==> src/rtl/uart_loader_ctrl_pkg.sv <==
// Shared types and constants for the UART boot loader packet controller.
package uart_loader_ctrl_pkg;

  typedef enum logic [3:0] {
    ST_IDLE,
    ST_ADDR_H,
    ST_ADDR_L,
    ST_CNT_H,
    ST_CNT_L,
    ST_DATA_H,
    ST_DATA_L,
    ST_WRITE,
    ST_CKSUM,
    ST_FINISH
  } state_t;

  localparam logic [1:0] ERR_NONE = 2'd0;
  localparam logic [1:0] ERR_GAP  = 2'd1;
  localparam logic [1:0] ERR_OVR  = 2'd2;
  localparam logic [1:0] ERR_HDR  = 2'd3;

  localparam logic [7:0] DEFAULT_SYNC = 8'hA5;

  // States that take a packet byte from the skid buffer or the receiver.
  function automatic logic is_parse_state(input state_t s);
    return (s inside {ST_ADDR_H, ST_ADDR_L, ST_CNT_H, ST_CNT_L,
                      ST_DATA_H, ST_DATA_L, ST_CKSUM});
  endfunction

endpackage

==> src/rtl/uart_loader_ctrl_skid.sv <==
// One-entry byte buffer holding a received byte while a memory write is pending.
module uart_loader_skid (
  input  logic       clk,
  input  logic       rst_n,
  input  logic       clr,
  input  logic       push,
  input  logic       pop,
  input  logic [7:0] din,
  output logic       full,
  output logic [7:0] dout,
  output logic       overrun
);

  logic       full_q, full_d;
  logic [7:0] data_q, data_d;

  always_comb begin
    full_d = full_q;
    data_d = data_q;
    if (clr) begin
      full_d = 1'b0;
    end else if (push) begin
      full_d = 1'b1;
      data_d = din;
    end else if (pop) begin
      full_d = 1'b0;
    end
  end

  always_ff @(posedge clk or negedge rst_n) begin
    if (!rst_n) begin
      full_q <= 1'b0;
      data_q <= '0;
    end else begin
      full_q <= full_d;
      data_q <= data_d;
    end
  end

  assign full    = full_q;
  assign dout    = data_q;
  assign overrun = push && full_q && !pop && !clr;

endmodule

==> src/rtl/uart_loader_ctrl.sv <==
// UART load-packet parser and LC-3 memory write sequencer.
// Define UART_LOADER_CHECKSUM_EN to require a trailing XOR checksum byte.
module uart_loader_ctrl
  import uart_loader_ctrl_pkg::*;
#(
  parameter logic [7:0]  SYNC_BYTE = DEFAULT_SYNC,
  parameter logic [15:0] MAX_WORDS = 16'hFFFF
) (
  input  logic        clk,
  input  logic        rst_n,
  input  logic        rx_ready,
  input  logic [7:0]  rx_data,
  input  logic        rx_idle,
  input  logic        rx_eop,
  output logic        mem_req,
  output logic [15:0] mem_addr,
  output logic [15:0] mem_wdata,
  input  logic        mem_ack,
  output logic        busy,
  output logic        done,
  output logic        err,
  output logic [1:0]  err_code,
  output logic [15:0] entry_addr
);

`ifdef UART_LOADER_CHECKSUM_EN
  localparam state_t END_ST = ST_CKSUM;
`else
  localparam state_t END_ST = ST_FINISH;
`endif

  state_t      state_q, state_d;
  logic [15:0] start_q, start_d;
  logic [15:0] addr_q, addr_d;
  logic [15:0] cnt_q, cnt_d;
  logic [15:0] data_q, data_d;
  logic [15:0] entry_q, entry_d;
  logic [1:0]  err_code_q, err_code_d;
  logic        err_q, err_d;
  logic        err_pend_q, err_pend_d;
`ifdef UART_LOADER_CHECKSUM_EN
  logic [7:0]  cksum_q, cksum_d;
`endif

  logic        parse, byte_vld, fail;
  logic [7:0]  byte_val;
  logic [1:0]  fail_code;
  logic [15:0] cnt_new;
  logic        skid_full, skid_push, skid_pop, skid_overrun;
  logic [7:0]  skid_dout;
  logic        unused_rx_idle;

  assign unused_rx_idle = rx_idle;

  // Buffered byte always goes first; a coincident new byte refills the slot.
  assign parse     = is_parse_state(state_q);
  assign skid_pop  = parse && skid_full;
  assign skid_push = rx_ready && ((state_q == ST_WRITE) || skid_pop);
  assign byte_vld  = parse && (skid_full || rx_ready);
  assign byte_val  = skid_full ? skid_dout : rx_data;

  uart_loader_skid u_skid (
    .clk     (clk),
    .rst_n   (rst_n),
    .clr     (state_q == ST_IDLE),
    .push    (skid_push),
    .pop     (skid_pop),
    .din     (rx_data),
    .full    (skid_full),
    .dout    (skid_dout),
    .overrun (skid_overrun)
  );

  always_comb begin
    state_d    = state_q;
    start_d    = start_q;
    addr_d     = addr_q;
    cnt_d      = cnt_q;
    data_d     = data_q;
    entry_d    = entry_q;
    err_code_d = err_code_q;
    err_pend_d = err_pend_q;
    err_d      = 1'b0;
    fail       = 1'b0;
    fail_code  = ERR_NONE;
    cnt_new    = {cnt_q[15:8], byte_val};
`ifdef UART_LOADER_CHECKSUM_EN
    cksum_d    = cksum_q;
`endif

    if (state_q == ST_IDLE) begin
      if (rx_ready && (rx_data == SYNC_BYTE)) begin
        state_d    = ST_ADDR_H;
        err_code_d = ERR_NONE;
        err_pend_d = 1'b0;
`ifdef UART_LOADER_CHECKSUM_EN
        cksum_d    = '0;
`endif
      end
    end else if (parse) begin
      if (rx_eop) begin
        fail      = 1'b1;
        fail_code = ERR_GAP;
      end else if (byte_vld) begin
`ifdef UART_LOADER_CHECKSUM_EN
        cksum_d = cksum_q ^ byte_val;
`endif
        case (state_q)
          ST_ADDR_H: begin
            start_d[15:8] = byte_val;
            state_d       = ST_ADDR_L;
          end
          ST_ADDR_L: begin
            start_d[7:0] = byte_val;
            addr_d       = {start_q[15:8], byte_val};
            state_d      = ST_CNT_H;
          end
          ST_CNT_H: begin
            cnt_d[15:8] = byte_val;
            state_d     = ST_CNT_L;
          end
          ST_CNT_L: begin
            cnt_d = cnt_new;
            if (cnt_new > MAX_WORDS) begin
              fail      = 1'b1;
              fail_code = ERR_HDR;
            end else if (cnt_new == '0) begin
              state_d = END_ST;
            end else begin
              state_d = ST_DATA_H;
            end
          end
          ST_DATA_H: begin
            data_d[15:8] = byte_val;
            state_d      = ST_DATA_L;
          end
          ST_DATA_L: begin
            data_d[7:0] = byte_val;
            state_d     = ST_WRITE;
          end
`ifdef UART_LOADER_CHECKSUM_EN
          ST_CKSUM: begin
            if (byte_val == cksum_q) begin
              state_d = ST_FINISH;
            end else begin
              fail      = 1'b1;
              fail_code = ERR_HDR;
            end
          end
`endif
          default: state_d = ST_IDLE;
        endcase
      end
    end else if (state_q == ST_WRITE) begin
      // An overrun is only reported once the outstanding write is acked.
      if (skid_overrun) begin
        err_pend_d = 1'b1;
      end
      if (mem_ack) begin
        addr_d = addr_q + 16'd1;
        cnt_d  = cnt_q - 16'd1;
        if (err_pend_q || skid_overrun) begin
          fail      = 1'b1;
          fail_code = ERR_OVR;
        end else if (cnt_q == 16'd1) begin
          state_d = END_ST;
        end else begin
          state_d = ST_DATA_H;
        end
      end
    end else begin
      state_d = ST_IDLE;
    end

    if (fail) begin
      state_d    = ST_IDLE;
      err_d      = 1'b1;
      err_code_d = fail_code;
    end

    if ((state_d == ST_FINISH) && (state_q != ST_FINISH)) begin
      entry_d = start_q;
    end
  end

  always_ff @(posedge clk or negedge rst_n) begin
    if (!rst_n) begin
      state_q    <= ST_IDLE;
      start_q    <= '0;
      addr_q     <= '0;
      cnt_q      <= '0;
      data_q     <= '0;
      entry_q    <= '0;
      err_code_q <= ERR_NONE;
      err_q      <= 1'b0;
      err_pend_q <= 1'b0;
`ifdef UART_LOADER_CHECKSUM_EN
      cksum_q    <= '0;
`endif
    end else begin
      state_q    <= state_d;
      start_q    <= start_d;
      addr_q     <= addr_d;
      cnt_q      <= cnt_d;
      data_q     <= data_d;
      entry_q    <= entry_d;
      err_code_q <= err_code_d;
      err_q      <= err_d;
      err_pend_q <= err_pend_d;
`ifdef UART_LOADER_CHECKSUM_EN
      cksum_q    <= cksum_d;
`endif
    end
  end

  assign mem_req    = (state_q == ST_WRITE);
  assign mem_addr   = addr_q;
  assign mem_wdata  = data_q;
  assign busy       = (state_q != ST_IDLE) && (state_q != ST_FINISH);
  assign done       = (state_q == ST_FINISH);
  assign err        = err_q;
  assign err_code   = err_code_q;
  assign entry_addr = entry_q;

endmodule

==> config.mk <==
export PLATFORM = sky130hd
export DESIGN_NAME = uart_loader_ctrl
export DESIGN_NICKNAME = d
export VERILOG_FILES = /design/src/rtl/uart_loader_ctrl_pkg.sv /design/src/rtl/uart_loader_ctrl_skid.sv /design/src/rtl/uart_loader_ctrl.sv
export SDC_FILE = /design/constraint.sdc
export NUM_CORES = 1
export LEC_CHECK = 0
export CORE_ASPECT_RATIO = 0.75
export CORE_MARGIN = 10
export CORE_UTILIZATION = 48
export DETAILED_ROUTE_END_ITERATION = 6
export PLACE_DENSITY = 0.72
export SLEW_MARGIN = 5
export SYNTH_ARGS = -nofsm -noshare
export SYNTH_HDL_FRONTEND = slang
export SYNTH_SLANG_ARGS = --single-unit
==> constraint.sdc <==
create_clock -name clk -period 3.05 [get_ports clk]
set_input_delay 0.61 -clock clk [delete_from_list [all_inputs] [get_ports clk]]
set_output_delay 0.61 -clock clk [all_outputs]
set_load 0.005 [all_outputs]
* Word-level counts from Yosys, hierarchy flattened
Cells that the tools add are included.
Word-level totals: logic and storage cells 131, memories kept 0, register bits after elaboration 97, ROM bits 0, bits in latches 0, bits of input ports 14, bits in writable memories 0
Operators by class: div/mod/pow operators 0, multipliers 0, reductions and logical operators 35, magnitude comparators 1, add/sub/neg operators 2, shift operators 0, bitwise logic cells 2, eq/ne operators 20, mux-type cells 57
Operators with widths (count):
- $mux 16 | 11
- $mux 4 | 12
- $mux 2 | 12
- $mux 8 | 3
- $pmux 4 s6 | 1
- $reduce_and 5->1 | 4
- $mux 1 | 18
- $reduce_and 6->1 | 3
- $add 16x1->16 const B | 1
- $eq 16x1->1 const B | 1
- $eq 4x3->1 const B | 4
- $gt 16x16->1 const B | 1
- $logic_not 16->1 | 1
- $sub 16x1->16 const B | 1
- $eq 4x4->1 const B | 3
- $reduce_bool 2->1 | 6
- $ne 2x1->1 const B | 5
- $logic_and 1x1->1 | 9
- $eq 4x2->1 const B | 2
- $eq 8x8->1 const B | 1
- $reduce_bool 7->1 | 1
- $eq 4x1->1 const B | 1
- $logic_not 4->1 | 1
- $ne 2x2->1 const B | 2
- other kinds (8) | 13

* Logic depth before layout (Yosys ltp)
Gate-level depths: netlist (run 1).
word-level depth 17, gate-level depth with buffers 10, gate-level depth less buffers 7

* Modules after synthesis
A second synthesis (run 1) with hierarchy kept.
Unflattened totals: cells, all modules 507, area total of the unflattened synthesis 4867.2 um^2
By module, submodules not included:
- uart_loader_ctrl | cells each 484, times used 1, sequential area each 2202.1 um^2, area each 4481.8 um^2
- uart_loader_skid | cells each 23, times used 1, sequential area each 225.2 um^2, area each 385.4 um^2

* Least setup slack after synthesis (run 1)
Ideal clock, no wire load.
path type input to register, from input rx_data[5], to register entry_q[10] (netlist: entry_addr[10]), buffers on the path 2, arrival 2319 ps, stages on the path 8, path slack 606 ps, library setup time 125 ps, required time 2925 ps, path through or4_1 > o2bb2ai_1 > and4b_1 > o211ai_1 > nand4bb_1 > buf_6 > buf_12 > mux2_4
Between the ends: longest elaborated chain between the ends 12, elaborated cells on any way between the ends 22
Ends and longest elaborated chain:
- from (decl) | line uart_loader_ctrl.sv:12 | input logic [7:0] rx_data,
- parallel branches: the longest is 9 deep, another holds $gt 16x16->1
- $mux 4 (*) | line uart_loader_ctrl.sv:175 | if (fail) begin
- $eq 4x4->1 (*) | line uart_loader_ctrl.sv:181 | if ((state_d == ST_FINISH) && (state_q != ST_FINISH)) begin
- $logic_and 1x1->1 (*) | line uart_loader_ctrl.sv:181
- to (signal assigned) | line uart_loader_ctrl.sv:206 | entry_q <= entry_d;
- to (decl) | line uart_loader_ctrl.sv:37 | logic [15:0] entry_q, entry_d;
Mark *: on every way between the ends. A chain may end at the register's enable or synchronous reset.

* Worst setup path in the final report (run 1)
from register state_q[3], to output done
Between the ends: longest elaborated chain between the ends 1
Ends and longest elaborated chain:
- from (decl) | line uart_loader_ctrl.sv:32 | state_t state_q, state_d;
- from (signal assigned) | line uart_loader_ctrl.sv:201 | state_q <= state_d;
- $eq 4x4->1 | line uart_loader_ctrl.sv:220 | assign done = (state_q == ST_FINISH);
- to (decl) | line uart_loader_ctrl.sv:20 | output logic done,
Every way passes these cells.

==> metrics.txt, run 1 <==
status finished clean; deepest clock path buffer count 2; CTS H-tree depth 3; YS warnings 0; Fmax 0.352 GHz; Iteration-0 DRC Markers 466; Pwr per Cell Area 934 nW/um^2; sequential area share after synthesis 50.1%; Max Slew Vio Count 0; max-cap violations 0; top post-synthesis cells by area dfrtp_1 (50%), a21oi_1 (6.0%), o21ai_0 (4.5%), nand2_1 (4.0%), mux2_2 (3.3%); Setup crit end kind primary output; hpwl dp 9060 um; Sink Count 97; Yosys reg bits 97; clk root buf clkbuf_16; Detailed Routing Iterations Pass 1 5; clock skew 0.00531 ns; Post-CTS Setup Repair Bufs 0; total track usage 17.6%; number of flops mapped to enable cells by yosys 0; Die Wd 136 um; Area growth syn-to-layout 25.1%; post-synthesis cell type count 58; Num CTS Buffers 9; Max VDD drop 0.000449 V; most frequent cells in the layout dfrtp_1 (97), clkdlybuf4s50_1 (65), a21oi_1 (58); fillers 822; Worst R2R Path Depth 8; largest area contributor in the netlist dfrtp_1; average wire per standard cell 17.8 um; GPL Wtd Cong 0.922; fin crit period 2.84 ns; first-pass GRT wire length 20,500 um; DRC 0; crit start category flop; static leakage 2.68 nW; port bufs 66; arrival time worst endpoint 2.23 ns; remaining antenna violation count 0; Syn Inst Count 499; grt total ovfl 0; PnR Total Power 5.66 mW; Site Rows 31; I/O Pins 68; vias in the first global route 3,911; Reg2Reg Setup Slack 0.45 ns; CP max FO 12; Final Cycle Share 93.1%; NumNets Final 593; Final Setup Violations 0; worst-skew pair later-pin latency 0.35 ns; via count 4,147; post-synthesis cell area 4840 um^2; Syn Area/Cell 9.71 um^2; Slew headroom 52.0%; antenna violations before repair 0; crit path kind flop to primary output; Synth top area share 50.1%; share of cells above drive strength 1 13.6%; initial core utilization 49.7%; RSZ-0062 raised after global routing false; commonest non-fill, non-tap cell in the layout dfrtp_1; Post-Syn Nets 516; Worst Hold Slack 0.262 ns; Hold Path Class primary input to async pin; RR Startpoint state_q[2]; # hold bufs at CTS 0; drt total wl 12,700 um; die height 107 um; ys async rst share 100%; Worst Tran Pin Value 0.719 ns; critical register-to-register path endpoint entry_addr[3]; Fin Setup TNS 0 ns; largest net degree at the start of global routing 47; core footprint 9740 um^2; Via-to-Cell Ratio 5.82; Antenna Cells 0; final-report hold violation count 0; post_cts resized 0; CTS tree yes; PnR worst setup slack 0.211 ns; Die ar. 14,600 um^2; required time of the worst setup path 2.44 ns; Top FF cell, synth dfrtp_1; pre-CTS setup slack 0.0346 ns; Worst-path clk slew 0.07 ns
==> sequential cells by signal, summed over array words and instances (netlist names) <==
register	flops
mem_addr	16
err_code	2
err_pend_q	1
state_q	4
u_skid.full	1
err	1
cnt_q	16
start_q	16
u_skid.dout	8
entry_addr	16
mem_wdata	16
==> logic make-up (layout without fill, tap and decap cells) <==
group / count (synthesis) / in the layout / share of synthesized area, %
AOI/OAI and AO/OA: 162 / 162 / 20.2
and+or+nand+nor: 162 / 162 / 16.7
DFF: 97 / 97 / 50.1
buffers and inverters: 42 / 124 / 4.00
muxes: 32 / 32 / 8.01
adders and majority gates: 4 / 4 / 0.982
==> how the worst max path moves through the flow <==
stage                     from             end  slack [ns]  cells past startpoint
global placement    rx_data[7]  entry_addr[13]        0.03                      8
CTS                 state_q[1]            done        0.23                      4
global route        state_q[3]            done        0.13                      3
detailed placement  rx_data[7]  entry_addr[14]        0.03                      8
finish              state_q[3]            done        0.21                      3
floorplan           rx_data[5]  entry_addr[10]        0.61                      8
==> final cells by class <==
class | count | area (um^2) | area share [%]
Sequential cell | 97 | 2430 | 40.1
Multi-Input combinational cell | 360 | 2220 | 36.7
Timing Repair Buffer | 98 | 923 | 15.2
Clock buffer | 9 | 225 | 3.72
Tap cell | 132 | 165 | 2.73
Clock inverter | 7 | 58.8 | 0.970
Inverter | 10 | 37.5 | 0.619
==> power by group <==
| group | internal, mW | switching, mW |
|---|---|---|
| clock network | 0.567 | 0.515 |
| logic | 1.17 | 1.27 |
| registers | 1.72 | 0.419 |
| total | 3.46 | 2.20 |
==> metal layers <==
layer | GRT usage, % | up-vias | routed length [um]
met4 | 6.15 | 0 | 255
li1 | - | 1971 | -
met1 | 24.1 | 1999 | 5630
met5 | 0 | - | 0
met3 | 4.10 | 24 | 1080
met2 | 26.7 | 153 | 5740
==> stage by stage <==
| step | std cells | util [%] | area [um^2] |
|---|---|---|---|
| 2_1_floorplan | 499 | - | 4840 |
| 3_3_place_gp | 697 | 59.3 | 5780 |
| 3_5_place_dp | 697 | 59.3 | 5780 |
| 4_1_cts | 713 | 62.2 | 6060 |
| 5_1_grt | 713 | 62.2 | 6060 |
| 6_report | 713 | 62.2 | 6060 |
==> worst max-delay path, stage by stage (launching register included) <==
cell	delay [ns]
dfrtp_1	0.62
inv_1	0.26
nor3b_1	0.42
clkdlybuf4s50_1	0.58
==> synth_stat cells (3+ instances only) <==
library cell / count
dfrtp_1: 97
a21oi_1: 58
nand2_1: 52
o21ai_0: 44
nor2_1: 42
clkbuf_1: 24
mux2_2: 14
nand3_1: 13
inv_1: 10
mux2_4: 10
a31oi_1: 9
mux2i_1: 8
a22o_1: 7
and3_1: 7
nor2b_1: 7
o22ai_1: 7
nor3_1: 6
o22a_1: 6
nand2b_1: 5
nand4_1: 5
o31ai_1: 5
and2_1: 4
buf_2: 4
nor4_1: 4
a21o_1: 3
ha_1: 3
nand3b_1: 3
nor3b_1: 3
o21a_1: 3
No activity file was read; power rests on OpenSTA's default activity.
==> inputs of run 2 (changes only) <==
Settings changed: CTS_CLUSTER_DIAMETER set to 40, SLEW_MARGIN 5 to 30.
Clock period 3.05 ns to 3.5 ns, I/O delays scaled along.
==> run 2 against run 1 <==
  * Clock power down 7%
  * Via count fell by 0.39%
  * Sequential cell count stayed put
  * Cell count decreased by 2.5%
  * Sequential power is 12% lower
  * Global-route usage fell by 0.34 points
  * Clock skew up 0.0039 ns
  * Sequential share of layout area is 0.81 points higher
  * Register-to-register slack improved by 0.24 ns
  * Power fell by 13%
  * Critical path type unchanged
  * Critical endpoint unchanged
  * Highest routed layer unchanged
==> metrics.txt, run 2 (synthesis results as in run 1) <==
GPL Wtd Cong 0.913; slowest stage cell, crit path dfrtp_1; Area growth syn-to-layout 22.6%; initial core utilization 49.7%; area occupied by multi-input gates 2220 um^2; port bufs 66; P_sw 1.90 mW; Detailed Routing Iterations Pass 1 4; register share of total power 38.3%; placed cells 680; most frequent cells in the layout dfrtp_1 (97), clkdlybuf4s50_1 (65), a21oi_1 (58); Final Setup Violations 0; Site Rows 31; Die ar. 14,600 um^2; Reg area 2430 um^2; I/O Pins 68; first-pass GRT wire length 20,400 um; Num CTS Buffers 9; Sw Share 38.6%; Pwr per Cell Area 828 nW/um^2; static leakage 2.60 nW; WP depth 3; NumNets Final 576; Setup crit end kind primary output; drt total wl 12,700 um; clk root buf clkbuf_16; Sink Count 97; max-cap violations 0; RR Startpoint u_skid.full; share of cells above drive strength 1 10.8%; power share of the clock group 20.4%; CTS H-tree depth 3; Worst R2R Path Depth 7; antenna violations before repair 0; Fmax 0.350 GHz; arrival time worst endpoint 2.15 ns; Slew headroom 38.8%; DRC 0; post_cts resized 0; Worst-path clk slew 0.06 ns; Iteration-0 DRC Markers 454; core footprint 9740 um^2; vias in the first global route 3,866; via count 4,131; Placement Cell Area 5640 um^2; average wire per standard cell 18.3 um; status finished clean; commonest non-fill, non-tap cell in the layout dfrtp_1; RSZ-0062 raised after global routing false; post-route insts no fill 695; fillers 826; total track usage 17.3%; required time of the worst setup path 2.80 ns; crit start category flop; final-report hold violation count 0; Worst Path Buf+Inv 2; Post-CTS Setup Repair Bufs 0; CP max FO 12; Pint 3.02 mW; remaining antenna violation count 0; Antenna Cells 0; worst-skew pair later-pin latency 0.35 ns; # hold bufs at CTS 0; critical register-to-register path endpoint entry_addr[11]; Slowest Stage Delay on Critical Path 0.62 ns; deepest clock path buffer count 2; combinational power share 41.3%; clock skew 0.00918 ns; hpwl dp 8850 um; Max Slew Vio Count 0; CTS tree yes; Hold Path Class primary input to async pin; crit path kind flop to primary output; Finished Cell Area 5940 um^2; Via-to-Cell Ratio 5.94; Fin Setup TNS 0 ns; grt total ovfl 0; fin crit period 2.85 ns; Final Cycle Share 81.5%; Worst Tran Pin Value 0.892 ns; Die Wd 136 um; Reg2Reg Setup Slack 0.69 ns; largest net degree at the start of global routing 67; die height 107 um; CP Cell Sequence inv_1 > nor3b_1 > clkdlybuf4s50_1; Max VDD drop 0.000389 V; cell family with most CP delay buffers and inverters
==> run 2: per-stage QoR <==
stage	util, %	power, mW	setup slack (ns)	hold slack [ns]
after floorplan	-	3.04	0.966	0.404
after global placement	57.9	3.81	0.368	0.460
after detailed placement	57.9	3.90	0.320	0.471
after CTS	61.0	4.92	0.625	0.474
after global routing	61.0	5.23	0.446	0.517
final	61.0	4.92	0.646	0.445
==> run 2: worst reg2reg max path: stages, from the launching register on <==
cell and delay [ns]:
dfrtp_1 0.82, or4b_1 0.50, o22ai_1 0.21, and4b_1 0.23
o211ai_1 0.12, nand4bb_1 0.29, buf_12 0.23, mux2_4 0.31
==> run 2: power groups by stage <==
stage	combinational, mW	sequential (mW)	clock (mW)
finish	2.03	1.88	1.00
global route	2.23	1.94	1.07
CTS	2.03	1.87	1.02
detailed placement	2.01	1.89	0
global placement	1.95	1.87	0
floorplan	1.27	1.77	0
==> run 2: area by class of cell <==
type                       instances  area share (%)
clock buffer                      10            4.02
clock inverter                     5            1.10
inverter                          10           0.632
multi-input combinational        360            37.4
sequential                        97            40.9
tap                              132            2.78
timing repair buffer              81            13.2
==> run 2: worst max-delay path by stage <==
| stage | startpoint | end | slack, ns |
|---|---|---|---|
| 2_1_floorplan | rx_data[5] | entry_addr[10] | 0.97 |
| 3_3_place_gp | rx_data[7] | entry_addr[13] | 0.37 |
| 3_5_place_dp | rx_data[7] | entry_addr[14] | 0.32 |
| 4_1_cts | state_q[3] | done | 0.63 |
| 5_1_grt | state_q[1] | done | 0.45 |
| 6_report | state_q[3] | done | 0.65 |
==> run 2: metal layers <==
layer  up-vias  global-route usage [%]  part of all wire, %
met1      2029                    23.1                   45
met2       155                    27.4                   46
met5         -                       0                    0
met4         0                    5.08                  1.5
li1       1931                       -                    -
met3        16                    4.01                  7.3
